File: config.mk
export PLATFORM = sky130hd
export DESIGN_NAME = regfile_dump_streamer
export DESIGN_NICKNAME = d
export VERILOG_FILES = /design/src/rtl/regfile_dump_streamer_pkg.sv /design/src/rtl/regfile_dump_streamer.sv
export SDC_FILE = /design/constraint.sdc
export NUM_CORES = 1
export LEC_CHECK = 0
export ABC_AREA = 0
export CORE_UTILIZATION = 30
export CTS_CLUSTER_DIAMETER = 30
export DETAILED_ROUTE_END_ITERATION = 8
export HOLD_SLACK_MARGIN = 0.03
export SLEW_MARGIN = 10
export SYNTH_ARGS = -nofsm -noshare
export SYNTH_HDL_FRONTEND = slang
export SYNTH_SLANG_ARGS = --single-unit
File: constraint.sdc
create_clock -name i_clk -period 2.5 [get_ports i_clk]
set_input_delay 0.25 -clock i_clk [delete_from_list [all_inputs] [get_ports i_clk]]
set_output_delay 0.25 -clock i_clk [all_outputs]
set_load 0.005 [all_outputs]
File: src/rtl/regfile_dump_streamer_pkg.sv
// regfile_dump_streamer_pkg: shared state encoding and helpers for the register-file dump streamer.
//   dump_state_t : 2-bit FSM state (IDLE=0, READ=1, SEND=2, DONE=3)
//   first_index  : starting register index of a walk, depending on whether $0 is skipped
package regfile_dump_streamer_pkg;

    typedef enum logic [1:0] {
        ST_IDLE = 2'd0,
        ST_READ = 2'd1,
        ST_SEND = 2'd2,
        ST_DONE = 2'd3
    } dump_state_t;

    function automatic int first_index(input bit skip_zero);
        return skip_zero ? 1 : 0;
    endfunction

endpackage

File: src/rtl/regfile_dump_streamer.sv
// regfile_dump_streamer: halts the CPU and streams every register as an {index, value} beat.
//   i_clk        rising-edge clock, shared with the cpu
//   i_reset      asynchronous active-high reset
//   i_start      single-cycle request to begin a dump (honoured only in IDLE)
//   o_cpu_halt   high for the whole dump; cpu freezes PC and regfile writes
//   o_rd_addr    spare regfile read address
//   i_rd_data    combinational read data for o_rd_addr
//   o_out_valid  beat available
//   i_out_ready  consumer accepts beat
//   o_out_index  register index of current beat
//   o_out_data   register value of current beat
//   o_busy       high in any non-IDLE state
//   o_done       one-cycle pulse after the last beat is accepted
module regfile_dump_streamer
    import regfile_dump_streamer_pkg::*;
#(
    parameter int NUM_REGS  = 32,
    parameter int ADDR_W    = 5,
    parameter int DATA_W    = 32,
    parameter int SKIP_ZERO = 0
) (
    input  logic              i_clk,
    input  logic              i_reset,
    input  logic              i_start,
    output logic              o_cpu_halt,
    output logic [ADDR_W-1:0] o_rd_addr,
    input  logic [DATA_W-1:0] i_rd_data,
    output logic              o_out_valid,
    input  logic              i_out_ready,
    output logic [ADDR_W-1:0] o_out_index,
    output logic [DATA_W-1:0] o_out_data,
    output logic              o_busy,
    output logic              o_done
);

    localparam logic [ADDR_W-1:0] FIRST_IDX = ADDR_W'(first_index(SKIP_ZERO != 0));
    // Walk ends on an exact compare, so idx never needs to wrap past the last register.
    localparam logic [ADDR_W-1:0] LAST_IDX  = ADDR_W'(NUM_REGS - 1);

    dump_state_t       r_state;
    logic [ADDR_W-1:0] r_idx;
    logic              r_valid;
    logic              r_done;
    logic              r_busy;
    logic [ADDR_W-1:0] r_index;
    logic [DATA_W-1:0] r_data;
    logic              w_accept;

    assign w_accept    = r_valid & i_out_ready;
    assign o_rd_addr   = r_idx;
    assign o_out_valid = r_valid;
    assign o_out_index = r_index;
    assign o_out_data  = r_data;
    assign o_done      = r_done;
    assign o_busy      = r_busy;
    // Halt is exactly the busy window: it covers READ, SEND and DONE.
    assign o_cpu_halt  = r_busy;

    always_ff @(posedge i_clk or posedge i_reset) begin
        if (i_reset) begin
            r_state <= ST_IDLE;
            r_idx   <= '0;
            r_valid <= 1'b0;
            r_done  <= 1'b0;
            r_busy  <= 1'b0;
            r_index <= '0;
            r_data  <= '0;
        end else begin
            case (r_state)
                ST_IDLE: begin
                    if (i_start) begin
                        r_idx   <= FIRST_IDX;
                        r_busy  <= 1'b1;
                        r_state <= ST_READ;
                    end
                end
                ST_READ: begin
                    r_data  <= i_rd_data;
                    r_index <= r_idx;
                    r_valid <= 1'b1;
                    r_state <= ST_SEND;
                end
                ST_SEND: begin
                    if (w_accept) begin
                        r_valid <= 1'b0;
                        if (r_idx == LAST_IDX) begin
                            r_done  <= 1'b1;
                            r_state <= ST_DONE;
                        end else begin
                            r_idx   <= r_idx + 1'b1;
                            r_state <= ST_READ;
                        end
                    end
                end
                ST_DONE: begin
                    r_done  <= 1'b0;
                    r_busy  <= 1'b0;
                    r_state <= ST_IDLE;
                end
                default: r_state <= ST_IDLE;
            endcase
        end
    end

endmodule

==> metrics <==
syn_area_per_cell=14.8 um^2; routed metal-1 wire length=roughly 1.8 mm; CP max FO=7; WHS=between 0.4 and 0.5 ns; Final GP Congestion=0.741; Total Routed Length=a little over 4 mm; element type at the critical path start=flip-flop; vias in the first global route=~1.3k; most used cell, CP=ha_1; Max Cap Viol=0; Max Used Layer=met4; cell with the most instances after synthesis=dfrtp_1; flops & latches, synth=47; first-pass GRT wire length=6.60 mm; 1st-iter DRT viols=just under 60; Seq pwr share=0.553; WL met2=1.96 mm; ant diodes=0; CTS tree=built; clock skew=~0.011 ns; Post-synth EDFFs=0; Min-Delay Path Class=in -> async; hpwl dp=2.91 mm; Pwr Density=467 nW/um^2; die height=slightly above 80 um; Crit-path slowest cell=dfrtp_1; Num CTS Buffers=5; Pint=1100 uW; met3 WL post-DR=261 um; clock slew at reported path FFs=0.09 ns; die width=slightly above 80 um; unrepaired setup endpoints after global routing=false; worst-margin pin slew=0.600 ns; Yosys top cell by area=dfrtp_1; final period utilization=0.809; switching power=271 uW; Synth async-reset ratio=1.00; Buffers on Ports=81; WP data arrival=2.20 ns; H-tree levels=2; switch share=0.197; gr ovfl total=0; Setup crit start=o_rd_addr[0]; starting density of the core=0.320; initial antenna violation count=0; Lkg Pwr=between 0.001 and 0.0015 uW; vias=~1.4k; Post-CTS Hold Buffers=0; I/O pins=82; worst path required time=2.68 ns; R2R Path Start=o_rd_addr[0]; Crit Path Category=reg -> reg; final count of hold timing violations=0; status=finished, final reports clean; Fillers=571; fraction of layout cells with a size suffix above 1=0.238; Final TNS setup=0 ns; crit path time final=2.02 ns; register area share after synthesis=0.604; Via density=4.68; Total GRT Usage=0.130; max incr delay on CP=about 0.45 ns; die area=between 6000 and 7000 um^2; pins over their slew limit=0; R2R setup slack=0.48 ns; Max IR drop VDD=0.210 mV; Peak Freq=495 MHz; Core Rows=28; Area Overhead vs Synth=50.7%; Primary FF master, synth=dfrtp_1; root buffer cell=clkbuf_8; largest net degree at the start of global routing=48; WL/cell=between 10 and 15 um; clk buf depth=2; clk_lat worst skew=0.30 ns; setup repair bufs after CTS=0; post-detailed-route count of antenna-violating nets=0; Synth area leaders=dfrtp_1 (60%), mux2_2 (21%), buf_4 (1.9%), o2bb2ai_1 (1.3%), ha_1 (1.3%); share of the synthesized area in the top cell type=0.604; Comb pwr share=0.054; Reg2Reg Depth=6; Rel. slew slack=0.600; Synth Net Count=170; final design utilization=0.482; unique cell type count in the Yosys netlist=30; Placement Cell Area=~2800 um^2; synthesized area=between 1500 and 2000 um^2; Critical Path Sink Type=flip-flop; Finish-stage setup viols=0; final instance area=2940 um^2; DRT Pass-1 Iters=4; Clk pwr share=0.393; synthesized netlist cell count=132; Commonest cells post-synth=dfrtp_1 (47), mux2_2 (37), buf_4 (5); clock sinks=47; Core ar.=6100 um^2; RR Endpoint=o_rd_addr[4]; post-CTS sizing=0; final net count=252; detailed-route DRC error count=0; CP bufs+invs=0; worst path cell trace=ha_1 > and3_1 > ha_1 > and4b_1 > o21bai_4 > a221o_1; Ys Warns=0; CP delay by family, top=simple AND/OR/NAND/NOR gates
-- final cells by class --
type	instances	area, um^2	share of cell area
Sequential cell	47	1180	0.401
Timing Repair Buffer	83	838	0.285
Multi-Input combinational cell	75	714	0.243
Tap cell	75	93.8	0.0320
Clock buffer	5	68.8	0.0234
Clock inverter	2	37.5	0.0128
Inverter	2	7.51	0.00256
-- flip-flops by register name (all words and copies together), names as in the netlist --
name         cells
o_done           1
r_state          2
o_out_index      5
o_out_data      32
o_busy           1
o_rd_addr        5
o_out_valid      1
-- worst max-delay path by stage --
stage / cells after the start / to / slack, ns
after global routing: 6 / o_rd_addr[2] / 0.38
after floorplan: 7 / o_rd_addr[4] / 0.63
final: 6 / o_rd_addr[4] / 0.48
after CTS: 6 / o_rd_addr[4] / 0.48
after detailed placement: 6 / o_rd_addr[2] / 0.48
after global placement: 6 / o_rd_addr[2] / 0.51
-- cells by family after synthesis --
| group | synth area share |
|---|---|
| fa+ha+maj | 0.0128 |
| flops | 0.604 |
| mux | 0.224 |
| simple gates | 0.0559 |
| buf+inv | 0.0334 |
| compound gates | 0.0700 |
-- placed cells by master, fill, tap and decap left out, drive strengths merged, types with 2 or more instances in the layout --
cell type	n
and3	2
mux2	37
ha	2
a21oi	4
dfrtp	47
a211o	2
nor2	3
o21bai	2
nand3	2
buf	2
nand2	3
mux2i	2
clkbuf	5
inv	2
nor2b	2
clkdlybuf4s50	81
o2bb2ai	3
-- power groups by stage --
stage | registers, uW | clock network [uW] | logic [uW]
6_report | 759 | 539 | 74.2
5_1_grt | 760 | 595 | 82.6
2_1_floorplan | 775 | 0 | 13.7
4_1_cts | 759 | 563 | 76.4
3_3_place_gp | 775 | 0 | 76.3
3_5_place_dp | 775 | 0 | 75.8
-- routing by layer --
| metal | track usage | vias up |
|---|---|---|
| li1 | - | 637 |
| met3 | 0.0330 | 9 |
| met1 | 0.170 | 659 |
| met2 | 0.198 | 47 |
| met5 | 0 | - |
| met4 | 0.0690 | 0 |
-- metrics by stage --
stage	instances	worst slack, ns	total power (uW)
after global routing	289	0.376	1440
after global placement	282	0.506	851
final	289	0.478	1370
after floorplan	132	0.628	788
after CTS	289	0.477	1400
after detailed placement	282	0.481	850
-- worst reg2reg max path, cell delays in order (launching register included) --
cell	delay (ns)
dfrtp_1	0.45
ha_1	0.25
and3_1	0.19
ha_1	0.21
and4b_1	0.41
o21bai_4	0.11
a221o_1	0.29
Note: power is estimated with default switching activity, not from simulation.
